## src/rtl/fetch_sequencer.sv

```systemverilog
// Instruction-fetch controller: owns the PC, drives the instruction-memory word
// address and hands fetched {pc, instr} pairs to decode through a 2-entry buffer.
module fetch_sequencer #(
    parameter logic [31:0] RESET_PC   = 32'h0000_0000,
    parameter int unsigned IMEM_WORDS = 256
) (
    input  logic        clk,
    input  logic        reset,
    input  logic        fetch_en,
    output logic [31:0] imem_addr,
    input  logic [31:0] imem_rdata,
    input  logic        redirect_valid,
    input  logic [31:0] redirect_pc,
    output logic        if_valid,
    output logic [31:0] if_instr,
    output logic [31:0] if_pc,
    input  logic        id_ready,
    output logic        fetch_err,
    output logic [31:0] err_pc
);

    localparam int unsigned W  = 32;
    localparam int unsigned CW = 2;

    // Architectural state: PC, buffer (entry 0 is the head), sticky error.
    logic [W-1:0]  r_pc;
    logic [CW-1:0] r_count;
    logic [W-1:0]  r_pc0, r_in0, r_pc1, r_in1;
    logic          r_fetch_err;
    logic [W-1:0]  r_err_pc;

    logic [W-1:0]  w_word;
    logic          w_legal;
    logic          w_redirect;
    logic          w_can_fetch;
    logic          w_pop;
    logic          w_push;
    logic          w_trap;
    logic [CW-1:0] w_fill;

    logic [W-1:0]  w_pc_n;
    logic [CW-1:0] w_count_n;
    logic [W-1:0]  w_pc0_n, w_in0_n, w_pc1_n, w_in1_n;
    logic          w_err_n;
    logic [W-1:0]  w_err_pc_n;

    // Address, legality and handshake qualifiers; a redirect under error is ignored.
    always_comb begin
        w_word      = {2'b00, r_pc[W-1:2]};
        w_legal     = (r_pc[1:0] == 2'b00) && (w_word < W'(IMEM_WORDS));
        w_redirect  = redirect_valid && !r_fetch_err;
        w_can_fetch = fetch_en && !redirect_valid && !r_fetch_err;
        w_pop       = (r_count != '0) && id_ready && !w_redirect;
        w_push      = w_can_fetch && w_legal && ((r_count != CW'(2)) || w_pop);
        w_trap      = w_can_fetch && !w_legal;
        w_fill      = r_count - CW'(w_pop);
    end

    // Next-state: redirect flushes and reloads; otherwise pop shifts, push fills the first free slot.
    always_comb begin
        w_pc_n     = r_pc;
        w_count_n  = r_count;
        w_pc0_n    = r_pc0;
        w_in0_n    = r_in0;
        w_pc1_n    = r_pc1;
        w_in1_n    = r_in1;
        w_err_n    = r_fetch_err;
        w_err_pc_n = r_err_pc;
        if (w_redirect) begin
            w_count_n = '0;
            w_pc_n    = redirect_pc;
        end else begin
            if (w_trap) begin
                w_err_n    = 1'b1;
                w_err_pc_n = r_pc;
            end
            if (w_pop) begin
                w_pc0_n = r_pc1;
                w_in0_n = r_in1;
            end
            if (w_push) begin
                w_pc_n = r_pc + W'(4);
                if (w_fill == '0) begin
                    w_pc0_n = r_pc;
                    w_in0_n = imem_rdata;
                end else begin
                    w_pc1_n = r_pc;
                    w_in1_n = imem_rdata;
                end
            end
            w_count_n = w_fill + CW'(w_push);
        end
    end

    // State register with asynchronous reset.
    always_ff @(posedge clk or posedge reset) begin
        if (reset) begin
            r_pc        <= RESET_PC;
            r_count     <= '0;
            r_pc0       <= '0;
            r_in0       <= '0;
            r_pc1       <= '0;
            r_in1       <= '0;
            r_fetch_err <= 1'b0;
            r_err_pc    <= '0;
        end else begin
            r_pc        <= w_pc_n;
            r_count     <= w_count_n;
            r_pc0       <= w_pc0_n;
            r_in0       <= w_in0_n;
            r_pc1       <= w_pc1_n;
            r_in1       <= w_in1_n;
            r_fetch_err <= w_err_n;
            r_err_pc    <= w_err_pc_n;
        end
    end

    // Outputs decode directly from registers; an empty buffer reads as zero.
    assign imem_addr = w_word;
    assign if_valid  = (r_count != '0);
    assign if_pc     = if_valid ? r_pc0 : '0;
    assign if_instr  = if_valid ? r_in0 : '0;
    assign fetch_err = r_fetch_err;
    assign err_pc    = r_err_pc;

endmodule

```

## config.mk

```make
export PLATFORM = sky130hd
export DESIGN_NAME = fetch_sequencer
export DESIGN_NICKNAME = d
export VERILOG_FILES = /design/src/rtl/fetch_sequencer.sv
export SDC_FILE = /design/constraint.sdc
export NUM_CORES = 1
export LEC_CHECK = 0
export CAP_MARGIN = 0
export CORE_MARGIN = 5
export CORE_UTILIZATION = 35
export DETAILED_ROUTE_END_ITERATION = 8
export HOLD_SLACK_MARGIN = 0.06
export PLACE_DENSITY = 0.69
export SETUP_SLACK_MARGIN = 0.02
export SYNTH_ARGS = -nofsm -noshare
export SYNTH_HDL_FRONTEND = slang
export SYNTH_SLANG_ARGS = --single-unit
```

## constraint.sdc

```tcl
create_clock -name clk -period 15.2 [get_ports clk]
set_clock_uncertainty 0.15 [all_clocks]
set_input_delay 4.56 -clock clk [delete_from_list [all_inputs] [get_ports clk]]
set_output_delay 4.56 -clock clk [all_outputs]
set_load 0.1 [all_outputs]
```

After elaboration in Yosys (flattened, before gate mapping)
Index checks and enable logic that the tools add are counted.
{ "totals": {"register_bits": 195, "inputBits": 69, "output_inout_bits": 130, "word_cells": 46} }
{ "classes": {"n_addsub": 3, "order_cmp": 1, "eq_ne": 1, "n_mux": 11, "n_bitwise": 2, "reduce_logical": 20} }
{ "op_table": {"columns": ["cell", "n"], "rows": [
  ["$mux 32", 10],
  ["$add 32x3->32 const B", 1],
  ["$lt 30x9->1 const B", 1],
  ["$logic_and 1x1->1", 9],
  ["$logic_not 1->1", 4],
  ["$logic_not 2->1", 2],
  ["$reduce_bool 2->1", 2],
  ["$reduce_and 3->1", 1],
  ["$add 2x1->2", 1],
  ["$mux 2", 1],
  ["$ne 2x2->1 const B", 1],
  ["$not 1->1", 2],
  ["$reduce_and 2->1", 1],
  ["$sub 2x1->2", 1],
  ["$logic_or 1x1->1", 1]
]} }

Longest topological paths before layout
Gate-level depths: netlist of the first run.
{ "logic_depth": {"ltp_word": 8, "depth_mapped": 11, "depth_no_buf": 9} }

Least setup slack after synthesis of the first run
OpenSTA, ideal clock, no wires.
{ "synth_timing": {"path_kind": "register to output", "start": "register r_count[1]", "end": "output port if_instr[22]", "arrival_ns": 2.323, "required_time_ns": 10.490, "setup_slack_ns": 8.167, "stages_incl_launch_ff": 4, "n_path_buf": 1, "path_cell_list": "dfrtp_1 -> or2_2 -> clkbuf_1 -> and2_1"} }
{ "synth_between": {"elab_chain_len": 2} }
{ "synth_rtl": {"columns": ["item", "line_no", "rtl"], "rows": [
  ["from (decl)", "27", "logic [CW-1:0] r_count;"],
  ["from (signal assigned)", "108", "r_count <= w_count_n;"],
  ["$reduce_bool 2->1", "120", "assign if_valid = (r_count != '0);"],
  ["net if_valid", "14", "output logic if_valid,"],
  ["$mux 32", "122", "assign if_instr = if_valid ? r_in0 : '0;"],
  ["to (decl)", "15", "output logic [31:0] if_instr,"]
]} }
The timed path passes the listed nets, and every way through them passes these cells.

Final worst setup path of the first run
{ "layout_timing": {"start": "input port redirect_valid", "end": "register r_pc0[5]"} }
{ "layout_between": {"elab_chain_len": 7, "word_cells_on_any_way": 14, "cone_classes": "add/sub: 1; mux: 3; reduce/logical: 10"} }
{ "layout_rtl": {"columns": ["item", "line_no", "rtl"], "rows": [
  ["from (decl)", "12", "input logic redirect_valid,"],
  ["$logic_and 1x1->1", "51", "w_redirect = redirect_valid && !r_fetch_err;"],
  ["$logic_not 1->1", "53", "w_pop = (r_count != '0) && id_ready && !w_redirect;"],
  ["$logic_and 1x1->1", "53", null],
  ["$sub 2x1->2", "56", "w_fill = r_count - CW'(w_pop);"],
  ["$logic_not 2->1", "83", "if (w_fill == '0) begin"],
  ["$mux 32", "83", null],
  ["$mux 32", "81", "if (w_push) begin"],
  ["to (signal assigned)", "109", "r_pc0 <= w_pc0_n;"],
  ["to (decl)", "28", "logic [W-1:0] r_pc0, r_in0, r_pc1, r_in1;"]
]} }
Several ways; a longest one is shown, not always the timed one.
A chain may end at the register's enable or synchronous reset.

==> reports/summary.txt, run 1 <==
Status: finished, final reports clean
Syn Std Cell Area: 8780 µm²
Synth Area in XOR/XNOR: 0.699%
Worst slew pin tran: 1.16 ns
Grt ovf: 0
Final ANT Viol Nets: 0
Syn avg cell area: 10.8 µm²
Hpwl dp: 13700 µm
DR DRC count: 0
Maximum vdd drop: 0.216 mV
Main combinational cell family by area after synthesis: simple AND/OR/NAND/NOR gates
Hold-fix buffers, CTS: 0
Die area: 28300 µm²
RSZ-0062 raised after global routing: no
Initial Utilization: 35.2%
Num ports: 199
Ant diodes: 0
Commonest non-fill, non-tap cell in the layout: clkdlybuf4s50_1
Area grow syn2layout: 29.7%
Register area share after synthesis: 55.6%
Final nets: 1028
Fin. Hold Viols: 0
WHS: 0.338 ns
Critical Path Fanout Max: 88
Antenna violations before repair: 1
Bufs on Longest Clock Path: 2
# resized after CTS: 0
Post-synthesis compound-gate area fraction: 4.62%
Drt pass-1 iters: 4
Clock buffer count from CTS: 17
Number of vias per cell: 4.66
Share of cells above drive strength 1: 13.1%
Die X: 168 µm
Pin count of the biggest net entering global routing: 121
Routability cong.: 0.743
Distinct cells, synth: 40
IO Port Bufs: 196
CTS tree: yes
Core Rows: 58
CP Capture Type: register
Crit share post-route: 63.6%
Clk sinks: 195
Power Total: 2.20 mW
Core Area: 25000 µm²
Fmax achieved: 104 MHz
Max Slew Vio Count: 0
Commonest cells after routing, fill and taps aside: clkdlybuf4s50_1 (196), dfrtp_1 (195), nand2_1 (130)
Slew margin rel.: 22.1%
Vias in the first global route: 6475
Critical path startpoint category: input pin
Synth top area share: 55.6%
Via count: 6055
Setup Total Neg Slack: 0 ns
Synth Area in Simple Gates: 18.3%
Max Cap Viol: 0
Clk root buf: clkbuf_16
Gr usage total: 15.0%
#FFs+latches synth: 195
Final setup fails: 0
PD cells: 193 nW/µm²
Data arrival, critical path: 9.86 ns
Iteration-0 DRC Markers: 378
Htree depth: 4
Dominant cells by area after synthesis: dfrtp_1 (56%), mux2_2 (9.6%), nand2_1 (5.6%)
Post-synthesis cell count: 814
Synth Warn #: 0
First-pass GRT wire length: 34400 µm
Routed len/inst: 16.2 µm
Worst-path clk slew: 0.08 ns
WS Path Type: input pin to register
Final wirelength: 21000 µm
Clk_lat worst skew: 0.44 ns
P_leak: 5.26 nW
Setup Buffers After CTS: 0
Mux contribution to synthesized area: 14.5%
Cell taking the most area after synthesis: dfrtp_1
Die Y: 168 µm
Synth Area in Adders: 0.428%
Hold crit path type: register to register
Crit path required time: 15.40 ns
Fin crit period: 9.66 ns
==> where the power goes <==
part | switching, mW | internal, mW | leakage, nW | total [mW]
registers | 0.0836 | 0.607 | 2.60 | 0.690
clock network | 0.238 | 0.228 | 0.303 | 0.466
logic | 0.794 | 0.247 | 2.36 | 1.04
total | 1.12 | 1.08 | 5.26 | 2.20
==> sequential cells by signal, indices dropped and copies added, names as in the netlist <==
| signal | cells |
|---|---|
| err_pc | 32 |
| r_pc1 | 32 |
| r_count | 2 |
| r_in1 | 32 |
| r_pc0 | 32 |
| r_in0 | 32 |
| r_pc | 32 |
| fetch_err | 1 |
==> cell type report <==
class / instances / area (µm²)
Timing Repair Buffer: 202 / 2010
Tap cell: 330 / 413
Sequential cell: 195 / 4880
Clock buffer: 17 / 425
Clock inverter: 15 / 201
Fill cell: 2333 / 13600
Inverter: 6 / 30.0
Multi-Input combinational cell: 534 / 3430
==> synth_stat cells <==
cell,instances
dfrtp_1,195
nand2_1,130
nor2_1,83
mux2_2,75
and2_1,66
a21oi_1,65
buf_4,40
mux2_1,36
clkbuf_1,25
nor2b_1,25
buf_2,10
xnor2_1,6
inv_1,5
nor4_1,5
nor4_2,5
o21ai_0,5
buf_6,4
ha_1,3
nand2b_1,3
nand3_1,3
a31oi_1,2
mux2i_1,2
nor3_1,2
o21ai_1,2
o21ai_2,2
a21o_1,1
a22oi_1,1
and3_1,1
and4_1,1
buf_1,1
clkinv_1,1
conb_1,1
nand4_1,1
nand4_4,1
nor3_4,1
nor3b_1,1
nor4b_1,1
nor4b_2,1
or2_2,1
xor2_1,1
==> path summary, 6_finish.rpt <==
path / start / end / slack (ns) / cells past startpoint
hold / removal: r_in1[22]$_DFFE_PP0P_ / r_in1[22]$_DFFE_PP0P_ / 0.34 / 1
setup reg to reg: r_count[1]$_DFF_PP0_ / r_pc0[5]$_DFFE_PP0N_ / 9.32 / 10
max in group asynchronous: reset / r_in0[11]$_DFFE_PP0N_ / 8.92 / 3
setup / recovery: redirect_valid / r_pc0[5]$_DFFE_PP0N_ / 5.54 / 12
hold reg to reg: r_in1[22]$_DFFE_PP0P_ / r_in1[22]$_DFFE_PP0P_ / 0.34 / 1
min in group asynchronous: reset / err_pc[30]$_DFFE_PP0P_ / 4.52 / 2
==> logic make-up (layout without fill, tap and decap cells) <==
logic type      count (synthesis)  in the layout
xor+xnor                        7              7
mux                           113            113
simple gates                  331            331
compound gates                 78             78
other cells                     1              2
flops                         195            195
fa+ha+maj                       3              3
buf+inv                        86            240
==> through the flow <==
stage                     area, µm²  worst slack, ns  cells  util [%]
after floorplan                8780             5.18    815         -
after global placement        10800             5.17   1267      43.1
after detailed placement      10800             5.06   1267      43.1
after CTS                     11400             5.50   1299      45.6
after global routing          11400             5.03   1299      45.6
final                         11400             5.54   1299      45.6
==> critical path: stages <==
cell and delay [ns]:
clkdlybuf4s50_1 0.53, nand2b_1 0.08, buf_4 0.24, nand3_4 0.70
clkinv_1 0.92, ha_1 0.49, xnor2_1 0.22, nand2_1 0.14
nor4_4 0.79, buf_4 0.80, nor2_1 0.11, a31oi_1 0.17
==> layer usage <==
layer	wire, µm	global-route usage [%]	part of all wire, %
met4	362	4.62	1.7
met5	20	0	0.095
met1	9080	18.6	43
met3	1430	5.05	6.8
met2	10100	25.0	48
Note: power is estimated with default switching activity, not from simulation.
==> run 2, diff against run 1 <==
==> constraint.sdc (replaced) <==
create_clock -name clk -period 10.05 [get_ports clk]
set_clock_uncertainty 0.15 [all_clocks]
set_input_delay 3.015 -clock clk [delete_from_list [all_inputs] [get_ports clk]]
set_output_delay 3.015 -clock clk [all_outputs]
set_load 0.1 [all_outputs]
==> run 2 against run 1 <==
Combinational power grew 52%. Total power grew 48%. Sequential cell count is the same. Critical path depth is the same. Routed wire length shrank 0.23%. Critical path type unchanged. Highest routed layer is now met4.
==> reports/summary.txt, run 2 (synthesis results as in run 1) <==
Status: finished, final reports clean (unchanged)
Crit share post-route: 76.7%
Bufs on Longest Clock Path: 2 (unchanged)
R2R depth: 11 (was 10)
Proportion of power drawn by flip-flops and latches: 31.8% (was 31.4%)
P_leak: 5.23 nW (was 5.26 nW)
Hpwl dp: 13700 µm (about the same)
Maximum vdd drop: 0.295 mV (was 0.216 mV)
Critical Path Fanout Max: 88 (unchanged)
Commonest non-fill, non-tap cell in the layout: clkdlybuf4s50_1 (unchanged)
Hold crit path type: register to register (unchanged)
CTS tree: yes (unchanged)
Core Rows: 58 (unchanged)
Clk_lat worst skew: 0.43 ns (was 0.44 ns)
CP Capture Type: register (unchanged)
Number of vias per cell: 4.65 (was 4.66)
Worst slew pin tran: 1.14 ns (was 1.16 ns)
Via count: 6042 (was 6055)
IO Port Bufs: 196 (unchanged)
R2r setup slk: 4.65 ns (was 9.32 ns)
# resized after CTS: 0 (unchanged)
WS Path Type: input pin to register (unchanged)
Setup Buffers After CTS: 0 (unchanged)
Hold-fix buffers, CTS: 0 (unchanged)
Max Cap Viol: 0 (unchanged)
Initial Utilization: 35.2% (unchanged)
Die X: 168 µm (unchanged)
Core Area: 25000 µm² (unchanged)
Slew margin rel.: 23.5% (was 22.1%)
Clk sinks: 195 (unchanged)
Routability cong.: 0.736 (was 0.743)
Crit path from: redirect_valid (unchanged)
Fin. Hold Viols: 0 (unchanged)
Sw Share: 50.3% (was 50.7%)
RSZ-0062 raised after global routing: no (unchanged)
Worst-path clk slew: 0.08 ns (about the same)
Final setup fails: 0 (unchanged)
Hold Path Depth: 1 (unchanged)
Setup Total Neg Slack: 0 ns (unchanged)
Clk root buf: clkbuf_16 (unchanged)
R2R Path Start: r_count[1]$_DFF_PP0_ (unchanged)
Critical path startpoint category: input pin (unchanged)
Pin count of the biggest net entering global routing: 127 (was 121)
R2R Path End: r_in0[24]$_DFFE_PP0N_ (was r_pc0[5]$_DFFE_PP0N_)
Clock power frac: 19.7% (was 21.2%)
Ant diodes: 0 (unchanged)
Routed len/inst: 16.1 µm (was 16.2 µm)
Final nets: 1028 (unchanged)
Area grow syn2layout: 29.0% (was 29.7%)
Grt ovf: 0 (unchanged)
Final wirelength: 21000 µm (about the same)
Data arrival, critical path: 7.90 ns (was 9.86 ns)
Gr usage total: 15.0% (about the same)
Num ports: 199 (unchanged)
Share of cells above drive strength 1: 12.9% (was 13.1%)
DR DRC count: 0 (unchanged)
Drt pass-1 iters: 4 (unchanged)
Final Util: 45.4% (was 45.6%)
PD cells: 288 nW/µm² (was 193 nW/µm²)
Iteration-0 DRC Markers: 472 (was 378)
Fmax achieved: 130 MHz
Antenna violations before repair: 0 (was 1)
Combinational power share: 48.4% (was 47.4%)
Endpoint, Worst Hold: r_in1[6]$_DFFE_PP0P_ (was r_in1[22]$_DFFE_PP0P_)
Clock buffer count from CTS: 17 (unchanged)
Vias in the first global route: 6491 (was 6475)
Crit path required time: 10.24 ns (was 15.40 ns)
P_int: 1.62 mW (was 1.08 mW)
Final ANT Viol Nets: 0 (unchanged)
Die area: 28300 µm² (unchanged)
Commonest cells after routing, fill and taps aside: clkdlybuf4s50_1 (196), dfrtp_1 (195), nand2_1 (130) (unchanged)
Max Slew Vio Count: 0 (unchanged)
Die Y: 168 µm (unchanged)
Fin crit period: 7.71 ns
Hold Crit Start: r_in1[6]$_DFFE_PP0P_ (was r_in1[22]$_DFFE_PP0P_)
First-pass GRT wire length: 34400 µm (about the same)
Htree depth: 4 (unchanged)
Net Switching: 1.64 mW (was 1.12 mW)
==> run 2: routing by layer <==
layer / vias to the layer above / track usage [%] / wire length (µm)
li1: 2923 / - / -
met1: 2950 / 18.8 / 9270
met2: 147 / 24.8 / 9900
met3: 22 / 5.33 / 1450
met4: 0 / 4.16 / 340
met5: - / 0 / 0
==> run 2: stage by stage <==
stage / instances / cell area (µm²) / power (mW) / worst slack (ns) / hold WS (ns)
detailed placement: 1267 / 10800 / 2.65 / 1.82 / 0.324
floorplan: 815 / 8780 / 2.31 / 1.57 / 0.304
global placement: 1267 / 10800 / 2.64 / 1.89 / 0.313
finish: 1298 / 11300 / 3.26 / 2.34 / 0.336
global route: 1298 / 11300 / 3.42 / 1.85 / 0.357
CTS: 1298 / 11300 / 3.30 / 2.26 / 0.342
==> run 2: area by class of cell <==
| type | count | area, µm² |
|---|---|---|
| repair buffers | 202 | 2020 |
| multi-input cells | 534 | 3430 |
| clock buffers | 18 | 429 |
| inverters | 6 | 30.0 |
| flip-flops and latches | 195 | 4880 |
| clock inverters | 13 | 121 |
| fillers | 2375 | 13600 |
| well taps | 330 | 413 |
==> run 2: how the worst max path moves through the flow <==
stage | end | slack, ns | cells after the start
after floorplan | err_pc[0]$_DFFE_PP0P_ | 1.57 | 1
after global placement | r_pc0[5]$_DFFE_PP0N_ | 1.89 | 12
after detailed placement | r_in0[24]$_DFFE_PP0N_ | 1.82 | 12
after CTS | r_in0[24]$_DFFE_PP0N_ | 2.26 | 12
after global routing | r_in0[24]$_DFFE_PP0N_ | 1.85 | 12
final | r_in0[24]$_DFFE_PP0N_ | 2.34 | 12
==> run 2: power by group through the flow <==
stage	clock network [mW]	registers (mW)	logic [mW]
6_report	0.644	1.04	1.58
4_1_cts	0.665	1.04	1.60
2_1_floorplan	0	1.46	0.849
3_3_place_gp	0	1.05	1.59
5_1_grt	0.700	1.06	1.65
3_5_place_dp	0	1.05	1.59
==> run 2: critical path, stage by stage <==
cell	delay [ns]
clkdlybuf4s50_1	0.54
nand2b_1	0.08
buf_4	0.25
nand3_4	0.71
clkinv_1	0.88
ha_1	0.48
xnor2_1	0.22
nand2_1	0.14
nor4_4	0.87
buf_12	0.42
nor2_1	0.09
a21oi_1	0.14
